--- src/rtl/mem_128x1_port_ctrl_if.sv ---
// rtl/mem_128x1_port_ctrl_if.sv - request/response bundle for the 128x1 memory port controller
interface mem_128x1_port_ctrl_if;
   logic       req_valid;
   logic       req_ready;
   logic       req_write;
   logic [6:0] req_addr;
   logic       req_wdata;
   logic       rsp_valid;
   logic       rsp_ready;
   logic       rsp_data;

   // requester side: issues requests, consumes responses
   modport master (
      output req_valid, req_write, req_addr, req_wdata, rsp_ready,
      input  req_ready, rsp_valid, rsp_data
   );

   // controller side
   modport slave (
      input  req_valid, req_write, req_addr, req_wdata, rsp_ready,
      output req_ready, rsp_valid, rsp_data
   );
endinterface

--- src/rtl/mem_128x1_port_ctrl.sv ---
// rtl/mem_128x1_port_ctrl.sv - request/response controller for a 128x1 two-port memory with clear sweep
module mem_128x1_port_ctrl #(
   parameter int   CLEAR_ON_RESET = 1,
   parameter logic CLEAR_VAL      = 1'b0
) (
   input  logic                 clock,
   input  logic                 reset_n,
   mem_128x1_port_ctrl_if.slave bus,
   input  logic                 clear_start,
   output logic                 busy,
   output logic [6:0]           mem_R0_addr,
   output logic                 mem_R0_en,
   output logic                 mem_R0_clk,
   input  logic                 mem_R0_data,
   output logic [6:0]           mem_W0_addr,
   output logic                 mem_W0_en,
   output logic                 mem_W0_clk,
   output logic                 mem_W0_data
);

   typedef enum logic [1:0] {
      ST_CLEAR = 2'd0,
      ST_RUN   = 2'd1,
      ST_DRAIN = 2'd2
   } state_t;

   localparam state_t RESET_STATE = (CLEAR_ON_RESET != 0) ? ST_CLEAR : ST_RUN;

   state_t     r_state;
   state_t     w_state_nxt;
   logic [6:0] r_clr_addr;

   // one read sits here between its accept cycle and its data-capture cycle
   logic       r_rd_pend;

   // 2-entry in-order response buffer
   logic [1:0] r_fifo;
   logic       r_wr_ptr;
   logic       r_rd_ptr;
   logic [1:0] r_count;

   logic [1:0] w_outstanding;
   logic       w_run;
   logic       w_clearing;
   logic       w_req_ready;
   logic       w_accept;
   logic       w_acc_wr;
   logic       w_acc_rd;
   logic       w_pop;

   // The memory ports run on the controller clock.
   assign mem_R0_clk = clock;
   assign mem_W0_clk = clock;

   // Reads in flight plus buffered responses; the pending read always has a
   // buffer slot reserved because reads are refused once this reaches 2.
   assign w_outstanding = {1'b0, r_rd_pend} + r_count;

   // Qualifying with reset_n keeps the memory strobes and req_ready low while
   // reset is held, even though the state register already reads CLEAR/RUN.
   assign w_run      = (r_state == ST_RUN)   && reset_n;
   assign w_clearing = (r_state == ST_CLEAR) && reset_n;

   // Writes never need a buffer slot, so they are never throttled in RUN.
   assign w_req_ready = w_run && (bus.req_write || (w_outstanding < 2'd2));
   assign w_accept    = bus.req_valid && w_req_ready;
   assign w_acc_wr    = w_accept && bus.req_write;
   assign w_acc_rd    = w_accept && !bus.req_write;
   assign w_pop       = (r_count != 2'd0) && bus.rsp_ready;

   // state register
   always_ff @(posedge clock or negedge reset_n) begin
      if (!reset_n) begin
         r_state <= RESET_STATE;
      end else begin
         r_state <= w_state_nxt;
      end
   end

   // next-state logic: sweep, serve requests, or wait for in-flight reads
   always_comb begin
      w_state_nxt = r_state;
      case (r_state)
         ST_CLEAR: begin
            if (r_clr_addr == 7'd127) begin
               w_state_nxt = ST_RUN;
            end
         end
         ST_RUN: begin
            // a read accepted alongside clear_start still needs its response
            if (clear_start) begin
               if ((w_outstanding != 2'd0) || w_acc_rd) begin
                  w_state_nxt = ST_DRAIN;
               end else begin
                  w_state_nxt = ST_CLEAR;
               end
            end
         end
         ST_DRAIN: begin
            if (w_outstanding == 2'd0) begin
               w_state_nxt = ST_CLEAR;
            end
         end
         default: begin
            w_state_nxt = RESET_STATE;
         end
      endcase
   end

   // output logic: memory strobes, handshake and status
   always_comb begin
      mem_W0_en     = w_clearing || w_acc_wr;
      mem_W0_addr   = w_clearing ? r_clr_addr : bus.req_addr;
      mem_W0_data   = w_clearing ? CLEAR_VAL  : bus.req_wdata;
      mem_R0_en     = w_acc_rd;
      mem_R0_addr   = bus.req_addr;
      bus.req_ready = w_req_ready;
      bus.rsp_valid = (r_count != 2'd0);
      bus.rsp_data  = r_fifo[r_rd_ptr];
      busy          = (r_state != ST_RUN);
   end

   // sweep address: advances one location per CLEAR cycle, parked at 0 otherwise
   always_ff @(posedge clock or negedge reset_n) begin
      if (!reset_n) begin
         r_clr_addr <= 7'd0;
      end else if (r_state == ST_CLEAR) begin
         r_clr_addr <= r_clr_addr + 7'd1;
      end else begin
         r_clr_addr <= 7'd0;
      end
   end

   // mark that memory read data arrives next cycle
   always_ff @(posedge clock or negedge reset_n) begin
      if (!reset_n) begin
         r_rd_pend <= 1'b0;
      end else begin
         r_rd_pend <= w_acc_rd;
      end
   end

   // response buffer: capture read data, pop on consume, push and pop may coincide
   always_ff @(posedge clock or negedge reset_n) begin
      if (!reset_n) begin
         r_fifo   <= 2'b00;
         r_wr_ptr <= 1'b0;
         r_rd_ptr <= 1'b0;
         r_count  <= 2'd0;
      end else begin
         if (r_rd_pend) begin
            r_fifo[r_wr_ptr] <= mem_R0_data;
            r_wr_ptr         <= ~r_wr_ptr;
         end
         if (w_pop) begin
            r_rd_ptr <= ~r_rd_ptr;
         end
         r_count <= r_count + {1'b0, r_rd_pend} - {1'b0, w_pop};
      end
   end

endmodule
--- src/flat_wrapper.sv ---
// flat-port wrapper written by rule: the top's interface ports become plain ports
module mem_128x1_port_ctrl_flat 
#(
   parameter int   CLEAR_ON_RESET = 1,
   parameter logic CLEAR_VAL      = 1'b0
)
  (clock, reset_n, clear_start, busy, mem_R0_addr, mem_R0_en, mem_R0_clk, mem_R0_data, mem_W0_addr, mem_W0_en, mem_W0_clk, mem_W0_data, bus_req_valid, bus_req_write, bus_req_addr, bus_req_wdata, bus_rsp_ready, bus_req_ready, bus_rsp_valid, bus_rsp_data);
  mem_128x1_port_ctrl_if bus_i ();
  input  logic clock;
  input  logic reset_n;
  input  logic clear_start;
  output logic busy;
  output logic [6:0] mem_R0_addr;
  output logic mem_R0_en;
  output logic mem_R0_clk;
  input  logic mem_R0_data;
  output logic [6:0] mem_W0_addr;
  output logic mem_W0_en;
  output logic mem_W0_clk;
  output logic mem_W0_data;
  input wire logic [$bits(bus_i.req_valid)-1:0] bus_req_valid;
  input wire logic [$bits(bus_i.req_write)-1:0] bus_req_write;
  input wire logic [$bits(bus_i.req_addr)-1:0] bus_req_addr;
  input wire logic [$bits(bus_i.req_wdata)-1:0] bus_req_wdata;
  input wire logic [$bits(bus_i.rsp_ready)-1:0] bus_rsp_ready;
  output wire logic [$bits(bus_i.req_ready)-1:0] bus_req_ready;
  output wire logic [$bits(bus_i.rsp_valid)-1:0] bus_rsp_valid;
  output wire logic [$bits(bus_i.rsp_data)-1:0] bus_rsp_data;
  assign bus_i.req_valid = bus_req_valid;
  assign bus_i.req_write = bus_req_write;
  assign bus_i.req_addr = bus_req_addr;
  assign bus_i.req_wdata = bus_req_wdata;
  assign bus_i.rsp_ready = bus_rsp_ready;
  assign bus_req_ready = bus_i.req_ready;
  assign bus_rsp_valid = bus_i.rsp_valid;
  assign bus_rsp_data = bus_i.rsp_data;
  mem_128x1_port_ctrl #(.CLEAR_ON_RESET(CLEAR_ON_RESET), .CLEAR_VAL(CLEAR_VAL)) u_core (.clock(clock), .reset_n(reset_n), .bus(bus_i), .clear_start(clear_start), .busy(busy), .mem_R0_addr(mem_R0_addr), .mem_R0_en(mem_R0_en), .mem_R0_clk(mem_R0_clk), .mem_R0_data(mem_R0_data), .mem_W0_addr(mem_W0_addr), .mem_W0_en(mem_W0_en), .mem_W0_clk(mem_W0_clk), .mem_W0_data(mem_W0_data));
endmodule
--- config.mk ---
export PLATFORM = sky130hd
export DESIGN_NAME = mem_128x1_port_ctrl_flat
export DESIGN_NICKNAME = d
export VERILOG_FILES = /design/src/rtl/mem_128x1_port_ctrl_if.sv /design/src/rtl/mem_128x1_port_ctrl.sv /design/src/flat_wrapper.sv
export SDC_FILE = /design/constraint.sdc
export NUM_CORES = 1
export LEC_CHECK = 0
export ABC_AREA = 1
export CORE_MARGIN = 2
export CORE_UTILIZATION = 40
export CTS_CLUSTER_DIAMETER = 80
export CTS_CLUSTER_SIZE = 14
export DETAILED_ROUTE_END_ITERATION = 6
export DONT_BUFFER_PORTS = 1
export PLACE_DENSITY_LB_ADDON = 0.12
export SLEW_MARGIN = 20
export SYNTH_ARGS = -nofsm -noshare
export SYNTH_HDL_FRONTEND = slang
export SYNTH_SLANG_ARGS = --single-unit
--- constraint.sdc ---
create_clock -name clock -period 1.5 [get_ports clock]
set_input_delay 0.225 -clock clock [delete_from_list [all_inputs] [get_ports clock]]
set_output_delay 0.225 -clock clock [all_outputs]
set_load 0.02 [all_outputs]
==> results_dict.tcl, run 1 <==
set metrics [dict create \
    finalPower_mw 1.88 \
    diodes 0 \
    core_sq_um 2230 \
    violations "negative setup slack" \
    antenna_found_initial 0 \
    min_path_type "in -> reg" \
    yosys.area.top_type "dfrtp_1" \
    slew_viol_final 0 \
    cp.arrival_ps 1380 \
    timing.final.ws_setup_ps -106 \
    finalSetupViolCount 9 \
    reg2reg_from "u_core.r_count[0]" \
    grt_max_degree 17 \
    whs_ps 105 \
    postLayoutCellArea_sq_um 1230 \
    netlist_instances 124 \
    num_rows 17 \
    worst_path_largest_cell_delay_ps 400 \
    clk_latency_ps 290 \
    crit_path_end_kind "output port" \
    slew_headroom_pct 47.7 \
    cts.clk_slew.worst_paths_ps 100 \
    critPathTopFamily "flip-flops" \
    p_per_area_nw_per_um2 1530 \
    worstMarginPinSlew_ps 782 \
    die-area_sq_um 2790 \
    rrSetupSlack_ps 90 \
    nNetsFinal 152 \
    dr.pass1.iters 4 \
    ios 38 \
    dp_hpwl_um 1300 \
    cp_slowest_cell "dfrtp_1" \
    status "finished, violations left" \
    p_leak_nw 0.659 \
    yosysWarnings 0 \
    routed_via_density 4.76 \
    drtIter0Drc 14 \
    crit_type "reg -> out" \
    clock_sinks 16 \
    synth.distinct_cells 21 \
    grt_overflow 0 \
    fin_crit_sh_pct 107 \
    syn_nets 142 \
    ant_nets 0 \
    crit_fanout 3 \
    min_period_ps 1610 \
    cts_made_buffers 3 \
    grt_pass1_wl_um 2930 \
    max_freq_mhz 623 \
    crit_cells 6 \
    portBuffers 0 \
    gp_congestion 0.733 \
    drcViolationCount 0 \
    worstSetupStartpointType "flip-flop" \
    fin_worst_skew_ps 12.7 \
    max-vdd-ir-drop_uv 940 \
    placed_cell_area_sq_um 926 \
    cts_buffer_depth 2 \
    die_w_um 52.9 \
    tritoncts "done" \
    root_buffer "clkbuf_4" \
    r2r_cells 8 \
    htree_levels 1 \
    postLayoutCoreUtil_pct 55.1 \
    dr_total_vias 761 \
    first_global_vias 654 \
    hold_viol 0 \
    routed_wl_um 2040 \
    grt_usage_pct 14.8 \
    syn_area_sq_um 955 \
    avgSynthCellArea_sq_um 7.70 \
    critical_path.cell_chain "ha_2 -> inv_2 -> nand2_2 -> nand2_2 -> nand4_1 -> inv_2" \
    yosys.area.top_type_share_pct 41.9 \
    area_growth_syn_to_layout_pct 29.0 \
    crit_start "u_core.r_count[0]" \
    yosys_register_bits 16 \
    worstPathRequired_ps 1270 \
    wl_per_cell_um 12.8 \
    drive_above_1_share_pct 38.6 \
    start_util_pct 42.7 \
    synth.area.top_cells "dfrtp_1 (42%), nand2_1 (12%), inv_1 (7.9%), buf_4 (7.1%), ha_1 (3.9%)" \
    die_h_um 52.9 \
    cap_violations 0 \
    crit_end "mem_R0_en" \
    rsz0062_at_grt "yes" \
    yosysSeqAreaShare_pct 41.9 \
    r2r-end "u_core.r_state[1]" \
    worst-path-buf-inv 2 \
]
-- cells in the final DEF (no fill, tap or decap), drive strengths merged --
cell type,instances
nor2,12
nand4,2
buf,13
or2,2
ha,3
o21ai,6
xnor2,2
a31oi,1
dfrtp,16
dlygate4sd3,2
xor2,1
nand2,34
nand3,5
inv,22
o22ai,1
clkbuf,3
a21oi,7
-- flip-flops by register name (all words and copies together) (netlist names) --
signal             cells
u_core.r_clr_addr      7
u_core.r_count         2
u_core.r_fifo          2
u_core.r_rd_pend       1
u_core.r_rd_ptr        1
u_core.r_state         2
u_core.r_wr_ptr        1
-- cell type report --
type / count / area, sq um
fillers: 223 / 1000
flip-flops and latches: 16 / 402
multi-input cells: 76 / 546
repair buffers: 15 / 136
well taps: 28 / 35.0
clock buffers: 3 / 22.5
inverters: 22 / 90.1
-- Yosys cell counts --
library cell / n
dfrtp_1: 16
nand2_1: 30
xnor2_1: 2
nand2_2: 4
o22ai_2: 1
o21ai_0: 3
a31oi_1: 1
xor2_1: 1
a21oi_1: 7
nor2_2: 2
nand4_1: 2
buf_6: 1
or2_1: 2
o21ai_1: 1
buf_4: 9
nand3_1: 5
inv_2: 2
ha_1: 3
inv_1: 20
nor2_1: 10
o21ai_2: 2
-- how the worst min path moves through the flow --
stage / start / to / cells past startpoint
2_1_floorplan: reset_n / u_core.r_clr_addr[0] / 0
3_3_place_gp: reset_n / u_core.r_rd_ptr / 0
3_5_place_dp: reset_n / u_core.r_rd_ptr / 0
4_1_cts: clear_start / u_core.r_state[0] / 1
5_1_grt: mem_R0_data / u_core.r_fifo[1] / 2
6_report: mem_R0_data / u_core.r_fifo[1] / 2
-- kinds of logic after synthesis --
group / after synthesis / share of synthesized area (%)
compound gates: 15 / 9.57
xor+xnor: 3 / 2.75
fa+ha+maj: 3 / 3.93
buf+inv: 32 / 16.9
flops: 16 / 41.9
simple gates: 55 / 24.9
-- per-layer routing --
metal / routed length [um] / track usage (%) / part of all wire [%] / vias to the layer above
met1: 983 / 20.1 / 48 / 355
met2: 959 / 21.5 / 47 / 14
li1: - / - / - / 389
met3: 85 / 6.50 / 4.2 / 3
met4: 12 / 3.85 / 0.59 / 0
met5: 0 / 0 / 0 / -
-- per-stage QoR --
stage	setup WS, ps	instances	TNS [ps]
2_1_floorplan	216	124	0
3_3_place_gp	139	144	0
3_5_place_dp	83.3	144	0
4_1_cts	-121	152	-775
5_1_grt	-217	160	-1140
6_report	-106	160	-450
-- power by group --
group / switching [mW] / leakage [nW] / internal [mW] / total (mW)
clock network: 0.134 / 0.0138 / 0.0932 / 0.227
registers: 0.140 / 0.189 / 0.585 / 0.724
logic: 0.556 / 0.456 / 0.372 / 0.928
-- what timing repair did --
action,CTS,global route
buffers inserted,4,9
gates resized for setup,16,36
hold endpoints to repair,16,1
endpoints found under the setup margin,11,12
pin swaps,3,11
hold buffers,1,1
No activity file was read; power rests on OpenSTA's default activity.
==> run 2, diff against run 1 <==
--- a/config.mk
+++ b/config.mk
@@ -6,6 +6,7 @@
 export NUM_CORES = 1
 export LEC_CHECK = 0
 export ABC_AREA = 1
+export CAP_MARGIN = 20
 export CORE_MARGIN = 2
 export CORE_UTILIZATION = 40
 export CTS_CLUSTER_DIAMETER = 80
@@ -17,3 +18,4 @@
 export SYNTH_ARGS = -nofsm -noshare
 export SYNTH_HDL_FRONTEND = slang
 export SYNTH_SLANG_ARGS = --single-unit
+export TNS_END_PERCENT = 30
==> run 2 against run 1 <==
Against the previous run:
- the run still ends with negative setup slack left
- final area down 12%
- clock-buffer cell count unchanged
- first-iteration DRC count down 14%
- largest cell class unchanged
- highest routed layer unchanged
==> results_dict.tcl, run 2 (same netlist as run 1, synthesis figures left out) <==
set metrics [dict create \
    cts_buffer_depth 2 \
    r2r_cells 9 \
    crit_fanout 3 \
    cp_slowest_cell "dfrtp_1" \
    met1_usage_pct 19.9 \
    die-area_sq_um 2790 \
    mostFrequentLayoutCells "nand2_1 (20), inv_1 (18), dfrtp_1 (16), nand2_2 (10), nor2_1 (9)" \
    worstPathRequired_ps 1270 \
    violations "negative setup slack" \
    p_per_area_nw_per_um2 1610 \
    clock_sinks 16 \
    reg2reg_from "u_core.r_count[0]" \
    htree_levels 1 \
    top_register "u_core.r_clr_addr" \
    mostFrequentLayoutCell "nand2_1" \
    cts.clk_slew.worst_paths_ps 100 \
    swShare_pct 44.0 \
    comb_power_share_pct 45.4 \
    fin_crit_sh_pct 107 \
    met2_usage_pct 21.3 \
    clk_latency_ps 290 \
    drtIter0Drc 12 \
    portBuffers 0 \
    place_ws_ps 83.3 \
    whs_ps 27.3 \
    cp.arrival_ps 1380 \
    rrSetupSlack_ps -30 \
    drive_above_1_share_pct 29.9 \
    tns_ps -294 \
    ant_nets 0 \
    min_period_ps 1610 \
    hold_viol 0 \
    diodes 0 \
    crit_cells 6 \
    tritoncts "done" \
    grt_pass1_wl_um 2890 \
    nFillCells 229 \
    max-vdd-ir-drop_uv 899 \
    dr.pass1.iters 4 \
    globalRouteMet3Util_pct 6.50 \
    r2r-end "u_core.r_state[1]" \
    seqPwrFrac_pct 41.4 \
    routed_via_density 4.75 \
    worstMarginPinSlew_ps 745 \
    seqCellArea_sq_um 400 \
    grt_max_degree 17 \
    start_util_pct 42.7 \
    clkPwrFrac_pct 13.1 \
    root_buffer "clkbuf_4" \
    num_rows 17 \
    dp_hpwl_um 1300 \
    p_leak_nw 0.597 \
    crit_type "reg -> out" \
    cts_made_buffers 3 \
    postLayoutCoreUtil_pct 48.3 \
    multiInputGateArea_sq_um 463 \
    slew_viol_final 0 \
    worstSetupStartpointType "flip-flop" \
    critical_path.cell_chain "ha_2 -> inv_2 -> nand2_2 -> nand2_2 -> nand4_1 -> inv_2" \
    grt_busiest_layer "met2" \
    timing.final.ws_setup_ps -107 \
    worst_path_largest_cell_delay_ps 400 \
    wl_per_cell_um 12.0 \
    p_int_uw 972 \
    ios 38 \
    status "finished, violations left" \
    worst-path-buf-inv 2 \
    rsz0062_at_grt "yes" \
    cap_violations 0 \
    die_w_um 52.9 \
    die_h_um 52.9 \
    crit_end "mem_R0_en" \
    critPathTopFamily "flip-flops" \
    fin_worst_skew_ps 14.1 \
    grt_usage_pct 14.7 \
    routed_wl_um 1860 \
    gp_congestion 0.733 \
    largest_reg_flops 7 \
    crit_start "u_core.r_count[0]" \
    p_sw_uw 764 \
    grt_overflow 0 \
    slew_headroom_pct 50.2 \
    nNetsFinal 147 \
    finalSetupViolCount 8 \
    first_global_vias 647 \
    antenna_found_initial 0 \
    core_sq_um 2230 \
    max_freq_mhz 622 \
    dr_total_vias 736 \
    crit_path_end_kind "output port" \
    drcViolationCount 0 \
    min_path_type "in -> reg" \
    area_growth_syn_to_layout_pct 13.0 \
]
run 2: worst register-to-register path: cells and delay by family (launching register included):
family          cells  cell delay (ps)
flops               1              400
compound gates      1              100
buf+inv             4              480
fa+ha+maj           1              210
simple gates        3              280
run 2: repair_timing:
action | CTS | global route
endpoints found under the hold margin | 16 | 0
gates resized for setup | 13 | 10
setup endpoints to repair | 11 | 12
pin swaps | 3 | 7
gates cloned | 0 | 1
hold buffers | 1 | 0
buffers inserted | 4 | 2
run 2: power by group through the flow:
stage | sequential [mW] | clock, mW | combinational (mW)
4_1_cts | 0.703 | 0.247 | 0.741
3_5_place_dp | 0.712 | 0 | 0.690
5_1_grt | 0.753 | 0.264 | 0.889
2_1_floorplan | 0.685 | 0.156 | 0.615
3_3_place_gp | 0.713 | 0 | 0.677
6_report | 0.720 | 0.228 | 0.789
run 2: how the worst min path moves through the flow:
| stage | from | endpoint | slack (ps) | cells past startpoint |
|---|---|---|---|---|
| finish | clear_start | u_core.r_state[0] | 30 | 1 |
| global route | clear_start | u_core.r_state[0] | 2 | 1 |
| CTS | clear_start | u_core.r_state[0] | 10 | 1 |
| detailed placement | reset_n | u_core.r_rd_ptr | -70 | 0 |
| global placement | reset_n | u_core.r_rd_ptr | -70 | 0 |
| floorplan | reset_n | u_core.r_clr_addr[0] | -70 | 0 |
run 2: cell type report:
class | count | share of cell area, %
well taps | 28 | 3.25
repair buffers | 9 | 6.50
clock buffers | 3 | 2.09
inverters | 22 | 8.12
flip-flops and latches | 16 | 37.1
multi-input cells | 77 | 42.9
run 2: per-layer routing:
metal  vias up  wire [um]
li1        377          -
met1       343        907
met2        13        845
met3         3         92
met4         0         12
met5         -          0
run 2: metrics by stage:
stage | cells | cell area, sq um | power, mW
finish | 155 | 1080 | 1.74
global route | 155 | 1080 | 1.91
CTS | 152 | 1020 | 1.69
detailed placement | 144 | 926 | 1.40
global placement | 144 | 926 | 1.39
floorplan | 124 | 955 | 1.46
==> run 3, diff against run 2 <==
--- a/config.mk
+++ b/config.mk
@@ -7,8 +7,7 @@
 export LEC_CHECK = 0
 export ABC_AREA = 1
 export CAP_MARGIN = 20
-export CORE_MARGIN = 2
-export CORE_UTILIZATION = 40
+export CORE_UTILIZATION = 34
 export CTS_CLUSTER_DIAMETER = 80
 export CTS_CLUSTER_SIZE = 14
 export DETAILED_ROUTE_END_ITERATION = 6
==> run 3 against run 2 <==
Against the previous run:
- the run still ends with negative setup slack left
- core utilization fell by 6.1 points
- first-iteration DRC count is 58% lower
- wire length rose by 4.6%
- clock skew fell by 8.9 ps
- clock power down 4%
- register-to-register slack got worse by 70 ps
- via count fell by 0.14%
- final cell count is 3.2% higher
- fmax up 0.19%
- critical endpoint is now u_core.r_count[1]
- largest power group unchanged
==> results_dict.tcl, run 3 (same netlist as run 1, synthesis figures left out) <==
set metrics [dict create \
    status "finished, violations left" \
    violations "negative setup slack" \
    die-area_sq_um 3020 \
    gp_congestion 0.750 \
    area_growth_syn_to_layout_pct 13.4 \
    largest_reg_flops 7 \
    routed_wl_um 1940 \
    min_period_ps 1600 \
    worstMarginPinSlew_ps 736 \
    nNetsFinal 150 \
    fin_worst_skew_ps 5.24 \
    diodes 0 \
    grt_usage_pct 13.6 \
    first_global_vias 658 \
    die_w_um 55.0 \
    root_buffer "clkbuf_4" \
    grt_busiest_layer "met2" \
    crit_path_end_kind "flip-flop" \
    mostFrequentLayoutCells "nand2_1 (23), inv_1 (17), dfrtp_1 (16), buf_4 (12)" \
    crit_fanout 3 \
    cp.arrival_ps 1780 \
    clock_sinks 16 \
    dp_hpwl_um 1350 \
    hold_viol 0 \
    mostFrequentLayoutCell "nand2_1" \
    dr.pass1.iters 4 \
    routed_via_density 4.59 \
    slew_headroom_pct 50.8 \
    cts_buffer_depth 2 \
    tritoncts "done" \
    dr_total_vias 735 \
    portBuffers 0 \
    tns_ps -420 \
    htree_levels 1 \
    antenna_found_initial 0 \
    ant_nets 0 \
    p_leak_nw 0.597 \
    top_register "u_core.r_clr_addr" \
    fin_crit_sh_pct 107 \
    num_rows 18 \
    drtIter0Drc 5 \
    met1_usage_pct 17.3 \
    postLayoutCellArea_sq_um 1080 \
    p_per_area_nw_per_um2 1660 \
    min_path_type "in -> reg" \
    worstPathRequired_ps 1670 \
    wl_per_cell_um 12.2 \
    grt_pass1_wl_um 2840 \
    start_util_pct 37.2 \
    finalSetupViolCount 10 \
    drive_above_1_share_pct 30.0 \
    nFillCells 278 \
    grt_overflow 0 \
    globalRouteMet3Util_pct 6.01 \
    ios 38 \
    core_sq_um 2570 \
    rsz0062_at_grt "yes" \
    crit_type "reg -> reg" \
    slew_viol_final 0 \
    placed_cell_area_sq_um 928 \
    grt_max_degree 17 \
    cts_made_buffers 3 \
    drcViolationCount 0 \
    clk_latency_ps 280 \
    worstSetupStartpointType "flip-flop" \
    place_ws_ps 93.8 \
    finalPower_mw 1.80 \
    met2_usage_pct 22.1 \
    whs_ps 38.3 \
    cap_violations 0 \
    timing.final.ws_setup_ps -104 \
    max-vdd-ir-drop_uv 777 \
    die_h_um 55.0 \
    max_freq_mhz 624 \
    cts.clk_slew.worst_paths_ps 90 \
]
run 3: cell count changes in the layout (fill, tap and decap cells not counted), moves of 2 or more:
cell and change:
buf_4 +4, inv_2 +2, nand2_1 +3, nand2_4 -4
run 3: worst paths after layout:
path / startpoint / slack, ps / cells after the start / endpoint
worst max-delay path: u_core.r_rd_pend / -100 / 9 / u_core.r_count[1]
worst min-delay path: clear_start / 40 / 1 / u_core.r_state[0]
worst max register to register: u_core.r_rd_pend / -100 / 9 / u_core.r_count[1]
worst min register to register: u_core.r_fifo[0] / 510 / 2 / u_core.r_fifo[0]
max in group asynchronous: reset_n / 590 / 1 / u_core.r_rd_ptr
min in group asynchronous: reset_n / 440 / 1 / u_core.r_count[1]
run 3: worst max-delay path, cell delays in order (launching register included):
cell,delay [ps]
dfrtp_1,420
ha_4,180
nand2_1,80
nand2_2,80
buf_4,130
buf_4,120
buf_4,120
buf_4,120
buf_4,130
xnor2_2,120
run 3: power breakdown:
group          internal [mW]  leakage (nW)  switching, mW  total (mW)
clock                 0.0930        0.0138          0.127       0.220
sequential             0.584         0.190          0.129       0.713
combinational          0.354         0.393          0.508       0.862
run 3: final cells by class:
cell class | count | area [sq um] | share of cell area (%)
Inverter | 22 | 82.6 | 7.63
Tap cell | 30 | 37.5 | 3.47
Timing Repair Buffer | 13 | 100 | 9.25
Clock buffer | 3 | 22.5 | 2.08
Sequential cell | 16 | 400 | 37.0
Multi-Input combinational cell | 76 | 439 | 40.6
run 3: repair_timing:
action / in CTS / in global routing
endpoints found under the setup margin: 11 / 13
resized for setup: 11 / 5
buffers inserted: 10 / 0
hold buffers: 1 / 0
pin swaps: 3 / 3
endpoints found under the hold margin: 16 / 0
run 3: metal layers:
metal  vias to the layer above  share of wire [%]
met1                       336                 46
met2                         8                 50
met4                         0               0.41
li1                        389                  -
met5                         -                  0
met3                         2                2.9
run 3: through the flow:
step,cells,util (%)
2_1_floorplan,124,-
3_3_place_gp,146,36.2
3_5_place_dp,146,36.2
4_1_cts,160,41.3
5_1_grt,160,42.2
6_report,160,42.2
